**src/rtl/mux4x1_arbiter_if.sv**
```systemverilog
// Requester/mux/output-slot bundle for the round-robin 4-to-1 mux scheduler.
// The master side drives requests, the mux output and downstream ready.
interface mux4x1_arbiter_if #(
    parameter int unsigned WIDTH = 2
);
    logic [3:0]       req;
    logic [3:0]       ack;
    logic [1:0]       sel;
    logic [WIDTH-1:0] mux_y;
    logic [WIDTH-1:0] out_data;
    logic [1:0]       out_src;
    logic             out_valid;
    logic             out_ready;

    modport master (
        output req, mux_y, out_ready,
        input  ack, sel, out_data, out_src, out_valid
    );

    modport slave (
        input  req, mux_y, out_ready,
        output ack, sel, out_data, out_src, out_valid
    );
endinterface

```
**src/rtl/mux4x1_arbiter.sv**
```systemverilog
// Round-robin scheduler that shares an external 4-to-1 mux among four requesters.
// It captures the selected leg into a valid/ready output slot.
module mux4x1_arbiter #(
    parameter int unsigned WIDTH     = 2,
    parameter int unsigned BURST_MAX = 4
) (
    input logic                 clk,
    input logic                 rst,
    mux4x1_arbiter_if.slave     bus
);
    localparam int unsigned          CNT_W   = $clog2(BURST_MAX + 1);
    localparam logic [CNT_W-1:0]     CNT_MAX = CNT_W'(BURST_MAX);

    logic [1:0]       r_last_grant;
    logic [CNT_W-1:0] r_burst_cnt;
    logic             r_out_valid;
    logic [WIDTH-1:0] r_out_data;
    logic [1:0]       r_out_src;

    logic       w_slot_free;
    logic       w_others;
    logic       w_skip_last;
    logic       w_found;
    logic       w_grant;
    logic [1:0] w_winner;
    logic [1:0] w_idx;

    assign w_slot_free = !r_out_valid || bus.out_ready;

    // Scan last_grant+1 .. last_grant+4; the previous winner is skipped once its burst is spent
    always_comb begin
        w_others    = |(bus.req & ~(4'b0001 << r_last_grant));
        w_skip_last = (r_burst_cnt == CNT_MAX) && w_others;
        w_found     = 1'b0;
        w_winner    = r_last_grant;
        w_idx       = r_last_grant;
        for (int k = 1; k <= 4; k++) begin
            w_idx = r_last_grant + 2'(k);
            if (!w_found && bus.req[w_idx] &&
                !((w_idx == r_last_grant) && w_skip_last)) begin
                w_found  = 1'b1;
                w_winner = w_idx;
            end
        end
        w_grant = !rst && w_slot_free && w_found;
    end

    // Select holds on the last winner when idle so the mux does not toggle
    assign bus.sel       = rst ? 2'd3 : (w_grant ? w_winner : r_last_grant);
    assign bus.ack       = w_grant ? (4'b0001 << w_winner) : 4'b0000;
    assign bus.out_data  = r_out_data;
    assign bus.out_src   = r_out_src;
    assign bus.out_valid = r_out_valid;

    always_ff @(posedge clk) begin
        if (rst) begin
            r_out_valid  <= 1'b0;
            r_out_data   <= '0;
            r_out_src    <= 2'd0;
            r_last_grant <= 2'd3;
            r_burst_cnt  <= '0;
        end else if (w_grant) begin
            r_out_valid  <= 1'b1;
            r_out_data   <= bus.mux_y;
            r_out_src    <= w_winner;
            r_last_grant <= w_winner;
            if (w_winner == r_last_grant) begin
                r_burst_cnt <= (r_burst_cnt == CNT_MAX) ? CNT_MAX
                                                        : r_burst_cnt + CNT_W'(1);
            end else begin
                r_burst_cnt <= CNT_W'(1);
            end
        end else if (w_slot_free) begin
            r_out_valid <= 1'b0;
        end
    end
endmodule

```
**src/flat_wrapper.sv**
```systemverilog
// flat-port wrapper written by rule: the top's interface ports become plain ports
module mux4x1_arbiter_flat 
#(
    parameter int unsigned WIDTH     = 2,
    parameter int unsigned BURST_MAX = 4
)
  (clk, rst, bus_req, bus_mux_y, bus_out_ready, bus_ack, bus_sel, bus_out_data, bus_out_src, bus_out_valid);
  mux4x1_arbiter_if #(.WIDTH(WIDTH)) bus_i ();
  input logic clk;
  input logic rst;
  input wire logic [$bits(bus_i.req)-1:0] bus_req;
  input wire logic [$bits(bus_i.mux_y)-1:0] bus_mux_y;
  input wire logic [$bits(bus_i.out_ready)-1:0] bus_out_ready;
  output wire logic [$bits(bus_i.ack)-1:0] bus_ack;
  output wire logic [$bits(bus_i.sel)-1:0] bus_sel;
  output wire logic [$bits(bus_i.out_data)-1:0] bus_out_data;
  output wire logic [$bits(bus_i.out_src)-1:0] bus_out_src;
  output wire logic [$bits(bus_i.out_valid)-1:0] bus_out_valid;
  assign bus_i.req = bus_req;
  assign bus_i.mux_y = bus_mux_y;
  assign bus_i.out_ready = bus_out_ready;
  assign bus_ack = bus_i.ack;
  assign bus_sel = bus_i.sel;
  assign bus_out_data = bus_i.out_data;
  assign bus_out_src = bus_i.out_src;
  assign bus_out_valid = bus_i.out_valid;
  mux4x1_arbiter #(.WIDTH(WIDTH), .BURST_MAX(BURST_MAX)) u_core (.clk(clk), .rst(rst), .bus(bus_i));
endmodule
```
**config.mk**
```make
export PLATFORM = sky130hd
export DESIGN_NAME = mux4x1_arbiter_flat
export DESIGN_NICKNAME = d
export VERILOG_FILES = /design/src/rtl/mux4x1_arbiter_if.sv /design/src/rtl/mux4x1_arbiter.sv /design/src/flat_wrapper.sv
export SDC_FILE = /design/constraint.sdc
export NUM_CORES = 1
export LEC_CHECK = 0
export CORE_AREA = 3 3 56 58
export DETAILED_ROUTE_END_ITERATION = 6
export DIE_AREA = 0 0 59 61
export MAX_ROUTING_LAYER = met4
export PLACE_DENSITY = 0.6
export REMOVE_ABC_BUFFERS = 1
export SLEW_MARGIN = 20
export SYNTH_ARGS = -nofsm -noshare
export SYNTH_HDL_FRONTEND = slang
export SYNTH_SLANG_ARGS = --single-unit
```
**constraint.sdc**
```tcl
create_clock -name clk -period 3 [get_ports clk]
set_input_delay 0.75 -clock clk [delete_from_list [all_inputs] [get_ports clk]]
set_output_delay 0.75 -clock clk [all_outputs]
set_load 0.005 [all_outputs]
```
# Word-level counts from Yosys, hierarchy flattened
# Cells that the tools add are included.
[totals]
inputBits = 9
wordCells = 70
register_bits = 10
[op_classes]
shifts = 2
magnitude_cmp = 4
reduce_logical = 25
n_bitwise = 2
muxes = 23
addsub = 4
n_eq_ne = 5
[ops]
columns = ["op", "n"]
rows = [
  ["logical AND 1 bit", 13],
  ["less-than comparator 2 x 3 -> 1 bit, second input constant", 4],
  ["two-way mux 2 bit", 6],
  ["two-way mux 1 bit", 10],
  ["zero test 1 bit", 9],
  ["binary-select mux 1 bit (select 2 bit)", 4],
  ["equality test 2 bit", 4],
  ["left shift 1 x 2 -> 4 bit, first input constant", 2],
  ["two-way mux 3 bit", 2],
  ["adder 2 bit, second input constant", 2],
  ["AND 4 bit", 1],
  ["two-way mux 4 bit", 1],
  ["inverter 4 bit", 1],
  ["OR reduction 4 bit", 1],
  ["adder 3 x 1 -> 3 bit, second input constant", 1],
  ["equality test 3 bit, second input constant", 1],
  ["adder 2 x 1 -> 2 bit, second input constant", 1],
  ["nonzero test 2 bit", 1],
  ["logical OR 1 bit", 1],
]

# Longest topological paths before layout
# Gate-level depths: netlist of run 1.
[logic_depth]
depth_word = 24
mapped_depth = 8

# Least setup slack after synthesis of run 1
# OpenSTA, ideal clock, no wires.
[synth_path]
path_type = "reg-to-output"
startpoint = "reg u_core.r_last_grant[0]"
endpoint = "out bus_sel[1]"
stages_incl_launch_ff = 9
required_time_ps = 2250
setup_slack_ps = 23
arrival_time_ps = 2227
n_path_buf = 1
path_cell_list = "dfxtp_1 buf_6 inv_1 ha_1 mux4_2 or3_1 o21bai_4 and2_4 a22oi_1"
[synth_via]
elab_chain_len = 24
[synth_lines]
columns = ["item", "line", "source"]
rows = [
  ["start: declaration", "mux4x1_arbiter.sv:14", "logic [1:0] r_last_grant;"],
  ["start signal: assignment", "mux4x1_arbiter.sv:66", "r_last_grant <= w_winner;"],
  ["branches (longest 22 deep; another with adder 2 x 1 -> 2 bit)", "--", ""],
  ["two-way mux 2 bit * (2 in series)", "mux4x1_arbiter.sv:49", "assign bus.sel = rst ? 2'd3 : (w_grant ? w_winner : r_last_grant);"],
  ["end: declaration", "flat_wrapper.sv:15", "output wire logic [$bits(bus_i.sel)-1:0] bus_sel;"],
]
# Every way passes the cells marked *. The select of a mux whose other input is x is not followed.

# Worst setup path after layout of run 1
[layout_path]
startpoint = "in bus_req[1]"
endpoint = "out bus_sel[1]"
[layout_via]
elab_chain_len = 22
[layout_lines]
columns = ["item", "line", "source"]
rows = [
  ["start: declaration", "flat_wrapper.sv:11", "input wire logic [$bits(bus_i.req)-1:0] bus_req;"],
  ["AND 4 bit", "mux4x1_arbiter.sv:32", "w_others = |(bus.req & ~(4'b0001 << r_last_grant));"],
  ["OR reduction 4 bit", "mux4x1_arbiter.sv:32", ""],
  ["logical AND 1 bit", "mux4x1_arbiter.sv:33", "w_skip_last = (r_burst_cnt == CNT_MAX) && w_others;"],
  ["logical AND 1 bit", "mux4x1_arbiter.sv:40", "!((w_idx == r_last_grant) && w_skip_last)) begin"],
  ["zero test 1 bit", "mux4x1_arbiter.sv:40", ""],
  ["logical AND 1 bit", "mux4x1_arbiter.sv:39", "if (!w_found && bus.req[w_idx] &&"],
  ["two-way mux 1 bit", "mux4x1_arbiter.sv:39", ""],
  ["zero test 1 bit", "mux4x1_arbiter.sv:39", ""],
  ["[... 3 more ...]", "--", ""],
  ["zero test 1 bit", "mux4x1_arbiter.sv:39", ""],
  ["logical AND 1 bit (2 in series)", "mux4x1_arbiter.sv:39", ""],
  ["two-way mux 1 bit", "mux4x1_arbiter.sv:39", ""],
  ["zero test 1 bit", "mux4x1_arbiter.sv:39", ""],
  ["logical AND 1 bit (2 in series)", "mux4x1_arbiter.sv:39", ""],
  ["two-way mux 1 bit", "mux4x1_arbiter.sv:39", ""],
  ["logical AND 1 bit", "mux4x1_arbiter.sv:45", "w_grant = !rst && w_slot_free && w_found;"],
  ["two-way mux 2 bit * (2 in series)", "mux4x1_arbiter.sv:49", ""],
]
# Every way passes the cells marked *; elsewhere a longest branch is shown, timed or not. The select of a mux whose other input is x is not followed.

==> results of run 1 <==
area by class of cell:
class / instances / area, µm²
fill: 257 / 1282
multi-input combinational: 65 / 680.7
timing repair buffer: 53 / 460.4
sequential: 10 / 202.7
tap: 31 / 38.79
clock buffer: 3 / 22.52
inverter: 6 / 22.52
cell usage in the layout (no fill, tap or decap), drive strengths merged, types with 2 or more instances in the layout:
master,n
buf,44
dfxtp,10
clkdlybuf4s50,9
nor2b,6
ha,6
inv,6
a21oi,5
nor2,4
mux2,4
mux2i,3
mux4,3
clkbuf,3
a22oi,3
nor3b,3
and3,3
nand2,3
o21bai,2
a211oi,2
a31o,2
and2,2
nor3,2
flip-flops by register name, indices dropped and copies added (netlist names):
register and flops:
u_core.bus.out_src 2, u_core.bus.out_valid 1, u_core.r_last_grant 2, u_core.r_burst_cnt 3, u_core.bus.out_data 2
power by group through the flow:
stage                     combinational [mW]  sequential, mW  clock, mW
after detailed placement               0.711           0.191          0
after global placement                 0.697           0.190          0
after floorplan                        0.361           0.213          0
final                                   1.00           0.194     0.0938
after CTS                              0.899           0.194     0.0961
after global routing                    1.09           0.199      0.104
through the flow:
step	TNS (ns)	setup WS, ns
6_report	-0.8878	-0.2066
5_1_grt	-1.232	-0.2560
4_1_cts	-0.6680	-0.1552
3_5_place_dp	-5.773	-1.041
3_3_place_gp	-5.436	-1.003
2_1_floorplan	-0.4621	-0.1344
cell families after synthesis:
logic type | share of synthesized area [%]
buf+inv | 4.166
flops | 24.69
fa+ha+maj | 9.259
compound gates | 23.00
simple gates | 20.84
mux | 18.06
what timing repair did:
action                                  in CTS  in global routing
pin swaps                                   10                  6
resized for setup                           76                  8
endpoints found under the setup margin       6                  6
setup buffers                                7                  2
endpoints found under the hold margin        0                  0
metal layers:
layer  vias to the layer above  global-route usage [%]
met3                         4                   2.128
li1                        423                       -
met4                         0                   6.149
met5                         -                       -
met1                       409                   16.11
met2                        17                   24.92
path summary, 6_finish.rpt:
check	from	endpoint	slack, ns	cells past startpoint
hold reg to reg	u_core.bus.out_src[0]	u_core.bus.out_src[0]	0.48	1
setup reg to reg	u_core.r_last_grant[0]	u_core.bus.out_src[0]	0.62	10
setup / recovery	bus_req[1]	bus_sel[1]	-0.21	7
hold / removal	u_core.bus.out_src[0]	u_core.bus.out_src[0]	0.48	1
critical path: cells and delay by family:
kind | cells | cell delay [ns]
AND/OR/NAND/NOR | 2 | 0.58
multiplexers | 1 | 0.49
AO/OA/AOI/OAI | 2 | 0.38
buffers and inverters | 2 | 0.25
==> impl_metrics.sql, run 1 <==
INSERT INTO impl_metrics (metric_group, metric, value, unit) VALUES
('outcome', 'run_status', 'finished, violations left', ''),
('outcome', 'violations', 'setup timing', ''),
('cells_and_area', 'post-route-cell-area', '1428', 'µm²'),
('cts', 'numCtsBuffers', '3', ''),
('routing', 'routedWlPerCell', '13.80', 'µm'),
('floorplanning', 'row_count', '19', ''),
('pwr', 'power.leakage', '0.6202', 'nW'),
('logic_synthesis', 'synth_cell_types', '37', ''),
('critical_path', 'cp-start-kind', 'primary input', ''),
('logic_synthesis', 'seq_area_frac_synth', '24.69', '%'),
('logic_synthesis', 'synth_async_sr_flop_share', '0', '%'),
('global_route', 'grt_pass1_vias', '931', ''),
('placement', 'detailed_place_hpwl', '1649', 'µm'),
('floorplanning', 'die_w', '59', 'µm'),
('critical_path', 'critical_path.slowest_cell', 'mux4_2', ''),
('global_route', 'grt_pass1_wl', '3760', 'µm'),
('timing', 'timing_worst_slew_pin_value', '0.2972', 'ns'),
('timing', 'fin_worst_skew', '0.009685', 'ns'),
('pwr', 'power_frac_seq', '15.0', '%'),
('timing', 'finalHoldViolCount', '0', ''),
('placement', 'place.detailed.instances', '156', ''),
('logic_synthesis', 'synth.avg_cell_area', '9.888', 'µm²'),
('routing', 'met2_wl_post_dr', '1195', 'µm'),
('routing', 'viasPerCell', '5.077', ''),
('pwr', 'power_switching', '0.4803', 'mW'),
('routing', 'drt_first_iter_violations', '47', ''),
('timing', 'fin_crit_sh', '106.9', '%'),
('flow_run', 'drv.max_cap_violation_count', '0', ''),
('timing', 'setup_ws', '-0.2066', 'ns'),
('timing', 'setup_viol_count_final', '6', ''),
('logic_synthesis', 'ys.flop_type', 'dfxtp_1', ''),
('critical_path', 'cp_data_arrival_time', '2.46', 'ns'),
('routing', 'detail_route.first_pass.iterations', '4', ''),
('global_route', 'global_route.usage.total', '14.26', '%'),
('routing', 'top_signal_layer_used', 'met4', ''),
('timing', 'grt_setup_unrepaired', 'yes', ''),
('critical_path', 'cpPeakStageDelay', '0.49', 'ns'),
('timing', 'drv_slew', '0', ''),
('global_route', 'globalRoute.totalOverflow', '0', ''),
('floorplanning', 'design.die.area', '3599', 'µm²'),
('hold_path', 'hp-class', 'register to register', ''),
('logic_synthesis', 'synth.cell_area', '810.8', 'µm²'),
('pwr', 'p_comb_share', '77.7', '%'),
('timing', 'timing.hold.ws', '0.4847', 'ns'),
('cells_and_area', 'final_layout_size_suffix_gt1_share', '58.39', '%'),
('logic_synthesis', 'synth_most_common_cell', 'dfxtp_1', ''),
('cells_and_area', 'finalNetCount', '154', ''),
('routing', 'totalWireLength', '2318', 'µm'),
('cts', 'tritoncts_num_sinks', '10', ''),
('logic_synthesis', 'yosysWarningCount', '0', ''),
('placement', 'port_buffers', '19', ''),
('floorplanning', 'core', '2710', 'µm²'),
('cts', 'worst_skew_pair.late_latency', '0.27', 'ns'),
('logic_synthesis', 'ys_top_cells_by_count', '10 x dfxtp_1, 6 x ha_1, 6 x inv_1, 6 x nor2b_1', ''),
('cells_and_area', 'antenna-diode-count', '0', ''),
('critical_path', 'critPathCaptureType', 'output port', ''),
('cells_and_area', 'syn_to_final_growth', '76.08', '%'),
('pwr', 'worst_ir_drop_vdd', '773.1', 'µV'),
('logic_synthesis', 'synth.area.top_cells', 'dfxtp_1 25%, ha_1 9.3%, mux2_2 5.6%, mux4_2 5.6%, nor2b_1 4.6%', ''),
('routing', 'remaining_drc_errors', '0', ''),
('floorplanning', 'design.portCount', '20', ''),
('critical_path', 'data_required_critical_path', '2.25', 'ns'),
('global_route', 'antenna_found_initial', '0', ''),
('critical_path', 'criticalPathCategory', 'primary input to output port', ''),
('floorplanning', 'fp.dieH', '61', 'µm'),
('cells_and_area', 'stdcell_count', '168', ''),
('cts', 'cts_tree', 'done', ''),
('pwr', 'design_power_total', '1.293', 'mW'),
('timing', 'max_clock_freq', '311.9', 'MHz'),
('cells_and_area', 'postLayoutCoreUtil', '52.68', '%'),
('critical_path', 'timing.critical_path.cells', 'buf_8 > mux4_2 > or3_4 > o21bai_4 > and2_4 > a22oi_2 > buf_2', '');
(Power assumes the default switching activity.)
==> run 2, diff against run 1 <==
Settings changed: CORE_AREA 3 3 56 58 to 2 2 55 57, DIE_AREA 0 0 59 61 to 0 0 57 59, SKIP_CTS_REPAIR_TIMING set to 1, TNS_END_PERCENT set to 20.
==> impl_metrics.sql, run 2 (synthesis gave the netlist of run 1 again) <==
INSERT INTO impl_metrics (metric_group, metric, value, unit) VALUES
('timing', 'finalWorstPathRequiredPeriod', '3.168', 'ns'),
('global_route', 'grt_pass1_wl', '3643', 'µm'),
('pwr', 'power.density_cell_area', '886.5', 'nW/µm²'),
('cells_and_area', 'leading_cell_type_in_the_layout_fill_and_taps_excluded', 'buf_4', ''),
('global_route', 'global_route.usage.total', '14.04', '%'),
('cells_and_area', 'leading_cell_types_in_the_layout_fill_and_taps_excluded', '33 x buf_4, 9 x clkdlybuf4s50_1, 8 x dfxtp_1, 7 x buf_6', ''),
('floorplanning', 'core', '2710', 'µm²'),
('cts', 'cts-root-to-sink-buffers', '2', ''),
('timing', 'finalHoldViolCount', '0', ''),
('pwr', 'power.leakage', '0.6562', 'nW'),
('pwr', 'design_power_total', '1.274', 'mW'),
('cells_and_area', 'post-route-cell-area', '1438', 'µm²'),
('timing', 'fin_worst_skew', '0.001928', 'ns'),
('global_route', 'grt_pass1_vias', '885', ''),
('flow_run', 'drv.max_cap_violation_count', '0', ''),
('pwr', 'worst_ir_drop_vdd', '775.6', 'µV'),
('cells_and_area', 'largest_register_ffs', '3', ''),
('cells_and_area', 'max_flop_register', 'u_core.r_burst_cnt', ''),
('timing', 'fin_setup_tns', '-0.8690', 'ns'),
('placement', 'detailed_place_hpwl', '1683', 'µm'),
('critical_path', 'cpPeakStageDelay', '0.50', 'ns'),
('routing', 'totalWireLength', '2333', 'µm'),
('critical_path', 'worstSetupPathDepth', '7', ''),
('cells_and_area', 'final_layout_size_suffix_gt1_share', '56.03', '%'),
('placement', 'place_worst_setup_slack', '-1.035', 'ns'),
('critical_path', 'path_delay_family', 'simple AND/OR/NAND/NOR gates', ''),
('timing', 'grt_setup_unrepaired', 'yes', ''),
('cts', 'cts_tree', 'done', ''),
('hold_path', 'hold_depth', '1', ''),
('global_route', 'globalRoute.totalOverflow', '0', ''),
('routing', 'detail_route.first_pass.iterations', '4', ''),
('timing', 'fin_crit_sh', '105.6', '%'),
('cts', 'cts_root_buffer', 'clkbuf_4', ''),
('critical_path', 'critPathCaptureType', 'output port', ''),
('placement', 'port_buffers', '19', ''),
('outcome', 'run_status', 'finished, violations left', ''),
('routing', 'detailroute.via_count', '842', ''),
('routing', 'drt_first_iter_violations', '11', ''),
('critical_path', 'timing.critical_path.cells', 'buf_8 > mux4_2 > or3_4 > o21bai_4 > and2_4 > a22oi_2 > buf_2', ''),
('critical_path', 'critical_path.slowest_cell', 'mux4_2', ''),
('timing', 'drv_slew', '0', ''),
('cells_and_area', 'finalNetCount', '157', ''),
('routing', 'remaining_drc_errors', '0', ''),
('critical_path', 'cp_data_arrival_time', '2.42', 'ns'),
('critical_path', 'cp-start-kind', 'primary input', ''),
('floorplanning', 'design.die.area', '3363', 'µm²'),
('routing', 'viasPerCell', '4.895', ''),
('timing', 'setup_viol_count_final', '6', ''),
('routing', 'routedWlPerCell', '13.56', 'µm'),
('critical_path', 'data_required_critical_path', '2.25', 'ns'),
('cts', 'clkTransAtPathRegs', '0.07', 'ns'),
('floorplanning', 'row_count', '19', ''),
('critical_path', 'worst-r2r-cell-count', '8', ''),
('floorplanning', 'design.portCount', '20', ''),
('critical_path', 'critical_path_buf_inv_count', '2', ''),
('critical_path', 'maximum_fanout_count_along_the_critical_path', '5', ''),
('timing', 'max_clock_freq', '315.7', 'MHz'),
('placement', 'final_wtd_congestion', '0.7887', ''),
('routing', 'antenna_violating_nets_post_route', '0', ''),
('cells_and_area', 'syn_to_final_growth', '77.31', '%'),
('timing', 'timing.hold.ws', '0.4866', 'ns'),
('global_route', 'antenna_found_initial', '0', ''),
('timing', 'setup_ws', '-0.1679', 'ns'),
('floorplanning', 'floorplan.initialDensity', '29.92', '%'),
('cts', 'worst_skew_pair.late_latency', '0.26', 'ns'),
('global_route', 'grt_max_degree', '7', ''),
('floorplanning', 'fp.dieH', '59', 'µm'),
('outcome', 'violations', 'setup timing', ''),
('critical_path', 'criticalPathCategory', 'primary input to output port', ''),
('timing', 'timing_worst_slew_pin_value', '0.3070', 'ns'),
('cts', 'tritoncts_num_sinks', '10', ''),
('timing', 'timing.slew.headroom', '79.46', '%'),
('hold_path', 'hp-class', 'register to register', ''),
('cts', 'numCtsBuffers', '3', ''),
('cells_and_area', 'antenna-diode-count', '0', ''),
('cts', 'number_of_h_tree_levels', '1', ''),
('floorplanning', 'die_w', '57', 'µm'),
('placement', 'dpl-instance-area', '1254', 'µm²');
-- run 2: cell types whose count changed in the layout (fill, tap and decap cells not counted), moves of 2 or more --
cell and delta:
buf_4 +6, buf_6 -3, buf_2 -2, dlymetal6s2s_1 +2
-- run 2: area by class of cell --
class                           count  area (µm²)
Clock buffer                        4       36.28
Fill cell                         265        1272
Inverter                            6       22.52
Multi-Input combinational cell     65       660.6
Sequential cell                    10       202.7
Tap cell                           31       38.79
Timing Repair Buffer               56       476.7
-- run 2: metrics by stage --
stage | std cells | util, %
3_5_place_dp | 161 | 46.26
3_3_place_gp | 161 | 46.26
5_1_grt | 172 | 53.05
4_1_cts | 165 | 47.60
6_report | 172 | 53.05
2_1_floorplan | 81 | -
-- run 2: per-layer routing --
metal	up-vias	track usage (%)	wire [µm]
met4	0	5.648	0
li1	429	-	-
met1	390	18.24	1077
met3	0	2.620	93
met2	23	21.67	1162
met5	-	-	0
-- run 2: power breakdown --
group          internal, mW  leakage (nW)  total [mW]  switching (mW)
combinational         0.563         0.553       0.962           0.399
sequential            0.171        0.0825       0.192          0.0214
clock                0.0736        0.0210       0.120          0.0468
total                 0.807         0.656        1.27           0.468
-- run 2: worst reg2reg max path: stages (launching register included) --
cell,delay [ns]
dfxtp_2,0.33
buf_4,0.17
mux4_2,0.53
or3_4,0.42
o21bai_4,0.21
and2_4,0.18
buf_4,0.12
buf_4,0.13
a22o_1,0.20
-- run 2: final timing paths --
path                           from                    end  slack (ns)
max                      bus_req[1]             bus_sel[1]       -0.17
min           u_core.bus.out_src[0]  u_core.bus.out_src[0]        0.49
max reg2reg  u_core.r_last_grant[0]  u_core.bus.out_src[0]        0.61
min reg2reg   u_core.bus.out_src[0]  u_core.bus.out_src[0]        0.49
==> run 3, diff against run 2 <==
Settings changed: CTS_CLUSTER_SIZE set to 8.
==> results of run 3 <==
The final DEF is identical to that of run 2; final timing and power are the same.
